<file path="config.mk">
export PLATFORM = sky130hd
export DESIGN_NAME = regfile_writeback
export DESIGN_NICKNAME = d
export VERILOG_FILES = /design/src/rtl/riscv16_pkg.sv /design/src/rtl/wb_arbiter.sv /design/src/rtl/regfile_writeback.sv
export SDC_FILE = /design/constraint.sdc
export NUM_CORES = 1
export LEC_CHECK = 0
export ABC_AREA = 1
export BUFFER_PORTS_ARGS = -buffer_cell sky130_fd_sc_hd__buf_2
export CORE_ASPECT_RATIO = 0.75
export CORE_MARGIN = 3
export CORE_UTILIZATION = 35
export DETAILED_ROUTE_END_ITERATION = 10
export HOLD_SLACK_MARGIN = 0.12
export PLACE_DENSITY = 0.72
export SETUP_SLACK_MARGIN = 0.1
export SLEW_MARGIN = 20
export SYNTH_ARGS = -nofsm -noshare
export SYNTH_HDL_FRONTEND = slang
export SYNTH_SLANG_ARGS = --single-unit
</file>
<file path="constraint.sdc">
create_clock -name clk -period 2.1 [get_ports clk]
set_input_delay 0.105 -clock clk [delete_from_list [all_inputs] [get_ports clk]]
set_output_delay 0.105 -clock clk [all_outputs]
set_load 0.005 [all_outputs]
</file>
<file path="src/rtl/riscv16_pkg.sv">
`default_nettype none
// ============================================================================
// Module      : riscv16_pkg
// Description : Shared constants and types for the 16-bit core: data width,
//               register index width and the write-back request record.
// Revision    : 1.0  initial release
// ============================================================================
package riscv16_pkg;

    localparam int XLEN  = 16;
    localparam int NREGS = 8;
    localparam int AW    = 3;

    typedef logic [AW-1:0] reg_idx_t;

    // One result offered to the register-file write port
    typedef struct packed {
        logic            valid;
        reg_idx_t        tgt;
        logic [XLEN-1:0] data;
    } wb_req_t;

endpackage : riscv16_pkg
`default_nettype wire

</file>
<file path="src/rtl/wb_arbiter.sv">
`default_nettype none
// ============================================================================
// Module      : wb_arbiter
// Description : Two-source priority arbiter for the write-back port. The LSU
//               normally wins; after STARVE_LIMIT consecutive ALU denials the
//               ALU is given priority for one cycle.
// Revision    : 1.0  initial release
// ============================================================================
module wb_arbiter #(
    parameter int STARVE_LIMIT = 4
) (
    input  logic clk,
    input  logic rst,
    input  logic alu_valid,
    input  logic lsu_valid,
    output logic grant_alu,
    output logic grant_lsu
);

    localparam int              c_cnt_w = $clog2(STARVE_LIMIT + 1);
    localparam logic [c_cnt_w-1:0] c_limit = c_cnt_w'(STARVE_LIMIT);

    logic [c_cnt_w-1:0] r_starve_cnt;
    logic               w_alu_pri;

    assign w_alu_pri = (r_starve_cnt == c_limit);

    // Grants are already qualified by valid; nothing is granted during reset
    always_comb begin
        grant_alu = 1'b0;
        grant_lsu = 1'b0;
        if (!rst) begin
            if (alu_valid && (!lsu_valid || w_alu_pri)) begin
                grant_alu = 1'b1;
            end else if (lsu_valid) begin
                grant_lsu = 1'b1;
            end
        end
    end

    // Count consecutive cycles in which a waiting ALU result lost to the LSU
    always_ff @(posedge clk or posedge rst) begin
        if (rst) begin
            r_starve_cnt <= '0;
        end else if (!alu_valid || grant_alu) begin
            r_starve_cnt <= '0;
        end else if (grant_lsu && (r_starve_cnt != c_limit)) begin
            r_starve_cnt <= r_starve_cnt + 1'b1;
        end
    end

endmodule : wb_arbiter
`default_nettype wire

</file>
<file path="src/rtl/regfile_writeback.sv">
`default_nettype none
// ============================================================================
// Module      : regfile_writeback
// Description : Write-back stage for the 8x16 register file. Arbitrates ALU
//               and LSU results onto the single write port, tracks pending
//               writes per register for RAW stalls and forwards the in-flight
//               write to the two decode read ports.
// Revision    : 1.0  initial release
// ============================================================================
module regfile_writeback #(
    parameter int XLEN         = 16,
    parameter int NREGS        = 8,
    parameter int AW           = 3,
    parameter int STARVE_LIMIT = 4
) (
    input  logic             clk,
    input  logic             rst,
    input  logic             alu_valid,
    output logic             alu_ready,
    input  logic [AW-1:0]    alu_tgt,
    input  logic [XLEN-1:0]  alu_data,
    input  logic             lsu_valid,
    output logic             lsu_ready,
    input  logic [AW-1:0]    lsu_tgt,
    input  logic [XLEN-1:0]  lsu_data,
    input  logic             issue_valid,
    input  logic [AW-1:0]    issue_tgt,
    output logic             we_reg,
    output logic [AW-1:0]    tgt,
    output logic [XLEN-1:0]  write_data,
    output logic [NREGS-1:0] busy,
    input  logic [AW-1:0]    src1,
    input  logic [AW-1:0]    src2,
    output logic             fwd1_hit,
    output logic             fwd2_hit,
    output logic             err
);

    import riscv16_pkg::*;

    logic             w_alu_acc;
    logic             w_lsu_acc;
    wb_req_t          w_sel;
    logic             w_wr;
    logic [NREGS-1:0] w_set_mask;
    logic [NREGS-1:0] w_clr_mask;
    logic             w_waw;
    logic             w_orphan;

    logic [NREGS-1:0] r_busy;
    logic             r_we;
    logic [AW-1:0]    r_tgt;
    logic [XLEN-1:0]  r_data;
    logic             r_err;

    wb_arbiter #(
        .STARVE_LIMIT (STARVE_LIMIT)
    ) u_arb (
        .clk       (clk),
        .rst       (rst),
        .alu_valid (alu_valid),
        .lsu_valid (lsu_valid),
        .grant_alu (w_alu_acc),
        .grant_lsu (w_lsu_acc)
    );

    assign alu_ready = w_alu_acc;
    assign lsu_ready = w_lsu_acc;

    // Steer the accepted source onto the write request
    always_comb begin
        w_sel = '0;
        if (w_alu_acc) begin
            w_sel.valid = 1'b1;
            w_sel.tgt   = alu_tgt;
            w_sel.data  = alu_data;
        end else if (w_lsu_acc) begin
            w_sel.valid = 1'b1;
            w_sel.tgt   = lsu_tgt;
            w_sel.data  = lsu_data;
        end
    end

    // r0 results are consumed but never written and never tracked
    assign w_wr = w_sel.valid && (w_sel.tgt != '0);

    // One-hot set/clear masks for the pending-write scoreboard
    always_comb begin
        w_set_mask = '0;
        w_clr_mask = '0;
        if (issue_valid && (issue_tgt != '0)) begin
            w_set_mask[issue_tgt] = 1'b1;
        end
        if (w_wr) begin
            w_clr_mask[w_sel.tgt] = 1'b1;
        end
    end

    // WAW: re-issue to a register still pending; orphan: a write nobody issued
    assign w_waw    = issue_valid && (issue_tgt != '0) &&
                      r_busy[issue_tgt] && !w_clr_mask[issue_tgt];
    assign w_orphan = w_wr && !r_busy[w_sel.tgt];

    // Scoreboard update; a same-cycle set overrides the clear
    always_ff @(posedge clk or posedge rst) begin
        if (rst) begin
            r_busy <= '0;
        end else begin
            r_busy <= (r_busy & ~w_clr_mask) | w_set_mask;
        end
    end

    // Commit register; tgt/data hold when nothing is accepted
    always_ff @(posedge clk or posedge rst) begin
        if (rst) begin
            r_we   <= 1'b0;
            r_tgt  <= '0;
            r_data <= '0;
        end else begin
            r_we <= w_wr;
            if (w_sel.valid) begin
                r_tgt  <= w_sel.tgt;
                r_data <= w_sel.data;
            end
        end
    end

    // Sticky protocol-violation flag
    always_ff @(posedge clk or posedge rst) begin
        if (rst) begin
            r_err <= 1'b0;
        end else if (w_waw || w_orphan) begin
            r_err <= 1'b1;
        end
    end

    assign we_reg     = r_we;
    assign tgt        = r_tgt;
    assign write_data = r_data;
    assign busy       = r_busy;
    assign err        = r_err;

    assign fwd1_hit = r_we && (r_tgt == src1) && (src1 != '0);
    assign fwd2_hit = r_we && (r_tgt == src2) && (src2 != '0);

endmodule : regfile_writeback
`default_nettype wire

</file>
* Word level (Yosys, flattened, before mapping)
Index checks and enable logic that the tools add are counted.
** Cells by class
- Reduce and logical (&&, ||, !) cells :: 25
- Equal/unequal tests :: 4
- Muxes and demuxes :: 21
- Bitwise logic cells :: 3
- $add $sub $neg :: 1
- Order comparisons :: 4
** Operators with widths (count)
- $mux W20 :: 2
- $mux W8 :: 2
- $logic_and A1 B1 Y1 :: 13
- $reduce_bool A3 Y1 :: 4
- $mux W1 :: 10
- $bmux W1 S3 :: 3
- $and A8 B8 Y8 :: 1
- $lt A3 B4 Y1 const B :: 2
- $not A8 Y8 :: 1
- $or A8 B8 Y8 :: 1
- $demux W1 S3 :: 2
- $eq A3 B3 Y1 :: 2
- $ge A3 B1 Y1 const B :: 2
- $mux W3 :: 2
- $logic_not A1 Y1 :: 4
- $add A3 B1 Y3 const B :: 1
- $eq A3 B3 Y1 const B :: 1
- $logic_or A1 B1 Y1 :: 3
- $ne A3 B3 Y1 const B :: 1
- $reduce_bool A2 Y1 :: 1
** Storage, ports and cells
- Logic and storage cells :: 64
- Bits in registers :: 32
- Bits of input ports :: 52
- Output and inout bits :: 33

* Logic depth before layout (Yosys ltp)
- Depth in word-level cells :: 17
- Mapped depth :: 14
- Depth with buffers taken out :: 13

* By module
Synthesis repeated with hierarchy kept, for this count alone.
** Second synthesis, totals
- Cell total of the unflattened synthesis :: 275
- Area, all modules :: 1914.3 um2
** Modules (own cells, without submodules)
- regfile_writeback :: instances 1, area each 1705.4 um2, cells an instance 246
- wb_arbiter :: instances 1, area each 209.0 um2, cells an instance 29

* Worst setup path before layout
No wires, ideal clock.
- Kind :: reg-to-reg
- Start :: reg u_arb.r_starve_cnt[0]
- End :: reg r_err (netlist: err)
- Slack :: 562 ps
- Stages on the path, launching flop included :: 15
- Library setup time :: 124 ps
- Data required time :: 1976 ps
- Arrival time :: 1414 ps
- Path through :: dfrtp_1 > inv_1 > ha_1 > nand2_2 > nand2_4 > nand2_2 > nand3_1 > nand2_1 > buf_6 > nor2_1 > nand3_1 > nand2_1 > nor2_1 > nand2_1 > nand3_1
** Between the ends
- Cells in the longest elaborated chain, start to end :: 17
- Elaborated cells between the ends (all ways) :: 26
- Those cells by class :: order compare (2); eq/ne (1); mux (13); reduce/logical (10)
** Ends and longest elaborated chain
- from (decl) :: line wb_arbiter.sv:23 : logic [c_cnt_w-1:0] r_starve_cnt;
- from (signal assigned) :: line wb_arbiter.sv:48 : r_starve_cnt <= r_starve_cnt + 1'b1;
- $eq A3 B3 Y1 (*) :: line wb_arbiter.sv:26 : assign w_alu_pri = (r_starve_cnt == c_limit);
- $logic_or A1 B1 Y1 (*) :: line wb_arbiter.sv:33 : if (alu_valid && (!lsu_valid || w_alu_pri)) begin
- $logic_and A1 B1 Y1 (*) :: line wb_arbiter.sv:33
- $mux W1 :: line wb_arbiter.sv:33
- $mux W1 :: line wb_arbiter.sv:32 : if (!rst) begin
- $mux W20 :: line regfile_writeback.sv:77 : end else if (w_lsu_acc) begin
- $mux W20 (*) :: line regfile_writeback.sv:73 : if (w_alu_acc) begin
- $lt A3 B4 Y1 (implied by the code) / $ge A3 B1 Y1 (equally long branches) :: line regfile_writeback.sv:95 : w_clr_mask[w_sel.tgt] = 1'b1;
- $logic_and A1 B1 Y1 (implied by the code) :: line regfile_writeback.sv:95
- $mux W1 (implied by the code) :: line regfile_writeback.sv:95
- $demux W1 S3 :: line regfile_writeback.sv:95
- $mux W8 :: line regfile_writeback.sv:94 : if (w_wr) begin
- $bmux W1 S3 :: line regfile_writeback.sv:101 : r_busy[issue_tgt] && !w_clr_mask[issue_tgt];
- $mux W1 (implied by the code) :: line regfile_writeback.sv:101
- $logic_not A1 Y1 :: line regfile_writeback.sv:101
- $logic_and A1 B1 Y1 :: line regfile_writeback.sv:101
- $logic_or A1 B1 Y1 (*) :: line regfile_writeback.sv:132 : end else if (w_waw || w_orphan) begin
- to (signal assigned) :: line regfile_writeback.sv:131 : r_err <= 1'b0;
- to (signal assigned) :: line regfile_writeback.sv:133 : r_err <= 1'b1;
- to (decl) :: line regfile_writeback.sv:54 : logic r_err;
Every way passes the cells marked *; elsewhere a longest branch is shown, timed or not. The select of a mux whose other input is x is not followed.
A chain may end at the register's enable or synchronous reset.

* Worst setup path after layout
- Start :: reg u_arb.r_starve_cnt[0]
- End :: out alu_ready
** Between the ends
- Cells in the longest elaborated chain, start to end :: 5
** Ends and longest elaborated chain
- $eq A3 B3 Y1 :: line wb_arbiter.sv:26
- $logic_or A1 B1 Y1 :: line wb_arbiter.sv:33
- $logic_and A1 B1 Y1 :: line wb_arbiter.sv:33
- $mux W1 :: line wb_arbiter.sv:33
- $mux W1 :: line wb_arbiter.sv:32
- to (decl) :: line regfile_writeback.sv:19 : output logic alu_ready,
No other way between the ends.

==> impl_metrics.ini <==
[setup_path]
cp-end-kind = output pin
path_delay_family = buffers and inverters
crit_arrival_ps = 1720
setup.worst_path.start_class = flip-flop
path_cells = inv_1 > ha_1 > nand2_2 > nand2_4 > nand3_1 > inv_2 > buf_2
cp.required_ps = 2000
worst-path-max-fanout = 19
ff2ff_setup_slack_ps = 340
crit_buf_inv = 3
r2r_cells = 13
timing.rr.start = u_arb.r_starve_cnt[0]$_DFFE_PP0P_
critPathKind = reg -> out
r2r_end = err$_DFFE_PP0P_
cpPeakStageDelay_ps = 410
cp_slowest_cell = dfrtp_1
cp.depth = 7

[layout]
fin_area_mm2 = 0.00276
largest_register_ffs = 16
finish.utilization = 0.551
regArea_um2 = 801
syn_to_final_growth_pct = 47.7
diodes = 0
fin_cells = 453
nets = 434
fillers = 477
drive_above_1_share = 0.281
multiInputGateArea_um2 = 945

[pwr]
powerDensity_mw_per_mm2 = 621
pwr-share-comb = 0.278
ir_worst_vdd_v = 0.000373
power_mw = 1.71
p_seq_frac = 0.454
p_sw_mw = 0.549
p_leak_nw = 1.47
p_int_mw = 1.16
clockPowerShare = 0.267
switching_share = 0.320

[cts]
insertion_delay_ps = 280
numCtsBuffers = 5
clockBufferDepth = 2
path_clk_slew_ps = 70
cts_sinks = 32
post_cts_buffers = 0
root_buffer = clkbuf_8
cts_tree = done
h-tree-depth = 2

[min_path]
holdPathEnd = busy[6]$_DFF_PP0_
min_path_cells = 3
hold_class = in -> reg
hold_path_startpoint = issue_valid

[floorplanning]
fp.coreArea_mm2 = 0.00501
fp.dieW_um = 90.4
rows = 22
start_util = 0.373
die_y_um = 69.3
io_pins = 85
dieArea_mm2 = 0.00626

[routing]
final_antenna_net_count = 0
drc = 0
drt_iter0_markers = 111
vias_per_cell = 4.83
drtPass1Iterations = 5
vias = 2190
finalWirelength_mm = 5.75
wl_per_cell_um = 12.7

[yosys]
synth-main-ff-cell = dfrtp_1
yosysMostFrequentCell = nand2_1
synth_edf_count = 0
ys_warn_count = 0
synth.top_cells.by_count = nand2_1 (107), nand3_1 (33), dfrtp_1 (32)
syn_avg_cell_area_um2 = 7.13
yosys_register_bits = 32
async_reset_ff_frac = 1.00
syn_nets = 316
ys_types = 26
synth_top_area_frac = 0.428
yosys.area.top_type = dfrtp_1
netlist_area_mm2 = 0.00187
netlist_instances = 262
ys_seq_area_frac = 0.428
synth_area_leaders = dfrtp_1 (43%), nand2_1 (21%), nand3_1 (8.8%), o21ai_0 (3.5%), inv_1 (3.4%)

[placed_design]
dpl_cell_area_mm2 = 0.00234
post-place-ws_ps = 286
portBuffers = 84
dp_hpwl_mm = 4.06
globalplace.congestion = 0.869
place_inst = 412

[flow_run]
cap_viol_max_count = 0

[sta]
hold_violations = 0
finalCriticalPeriod_ps = 1830
setup_viol = 0
max_clock_freq_ghz = 0.547
tightestPinTransition_ps = 385
slew_viol_final = 0
fin_tns_setup_ps = 0
timing.hold.ws_ps = 146
slew_headroom = 0.743
postLayoutSetupSlackWorst_ps = 271
fin_worst_skew_ps = 5.26
finalCritPeriodShare = 0.871
rsz0062_at_grt = false

[grt]
grt_pass1_vias = 2281
grt_pass1_wl_mm = 10.3
track_usage = 0.201
grt_overflow = 0
grt_start_max_net_pins = 25
antenna_found_initial = 0

[status]
status = finished clean
==> layout make-up <==
cell class | instances | share of cell area
Multi-Input combinational cell | 202 | 0.342
Clock inverter | 3 | 0.00680
Sequential cell | 32 | 0.290
Clock buffer | 5 | 0.0249
Tap cell | 72 | 0.0326
Inverter | 21 | 0.0286
Timing Repair Buffer | 118 | 0.275
==> worst reg2reg max path: cells and delay by family, from the launching register on <==
kind / cells / cell delay, ps
adder cells (fa/ha/maj): 1 / 160
buffers and inverters: 2 / 250
flip-flops: 1 / 410
AND/OR/NAND/NOR: 10 / 850
==> power groups by stage <==
stage               Sequential (mW)  Clock, mW  Combinational, mW
finish                        0.778      0.458              0.477
CTS                           0.777      0.472              0.475
global route                  0.793      0.499              0.547
global placement              0.783          0              0.423
floorplan                     0.786          0              0.224
detailed placement            0.789          0              0.425
==> cell families (layout without fill, tap and decap cells) <==
group,Yosys count,count (layout),share of synthesized area
adders and majority gates,2,2,0.0134
AOI/OAI and AO/OA,20,20,0.0576
and+or+nand+nor,178,178,0.424
buffers and inverters,28,147,0.0676
DFF,32,32,0.428
xor gates and xnor gates,2,2,0.00937
==> how the worst max path moves through the flow <==
stage | start | to | slack (ps)
5_1_grt | u_arb.r_starve_cnt[0]$_DFFE_PP0P_ | err$_DFFE_PP0P_ | 120
6_report | u_arb.r_starve_cnt[0]$_DFFE_PP0P_ | alu_ready | 270
4_1_cts | rst | alu_ready | 260
2_1_floorplan | u_arb.r_starve_cnt[0]$_DFFE_PP0P_ | err$_DFFE_PP0P_ | 560
3_5_place_dp | u_arb.r_starve_cnt[0]$_DFFE_PP0P_ | err$_DFFE_PP0P_ | 290
3_3_place_gp | u_arb.r_starve_cnt[0]$_DFFE_PP0P_ | err$_DFFE_PP0P_ | 350
==> placed cells by master, fill, tap and decap left out, drive strengths merged <==
cell and n:
nand2 114, buf 85, nand3 33, dlygate4sd3 33, dfrtp 32, inv 21
nor2 15, o21ai 13, nand4 10, clkbuf 5, a21oi 4, nor3 3
clkinv 3, nor4 2, xor2 2, ha 2, and3 1, o31ai 1
o211ai 1, o21a 1
==> per-layer routing <==
| layer | share of wire | track usage |
|---|---|---|
| met5 | 0 | 0 |
| met4 | 0.037 | 0.102 |
| met3 | 0.061 | 0.0510 |
| met2 | 0.47 | 0.330 |
| met1 | 0.43 | 0.245 |
==> timing repair <==
item | 4_1_cts | 5_1_grt
hold endpoints to repair | 26 | 0
hold buffers | 33 | 0
endpoints found under the setup margin | 0 | 1
resized for setup | 0 | 1
(Power assumes the default switching activity.)
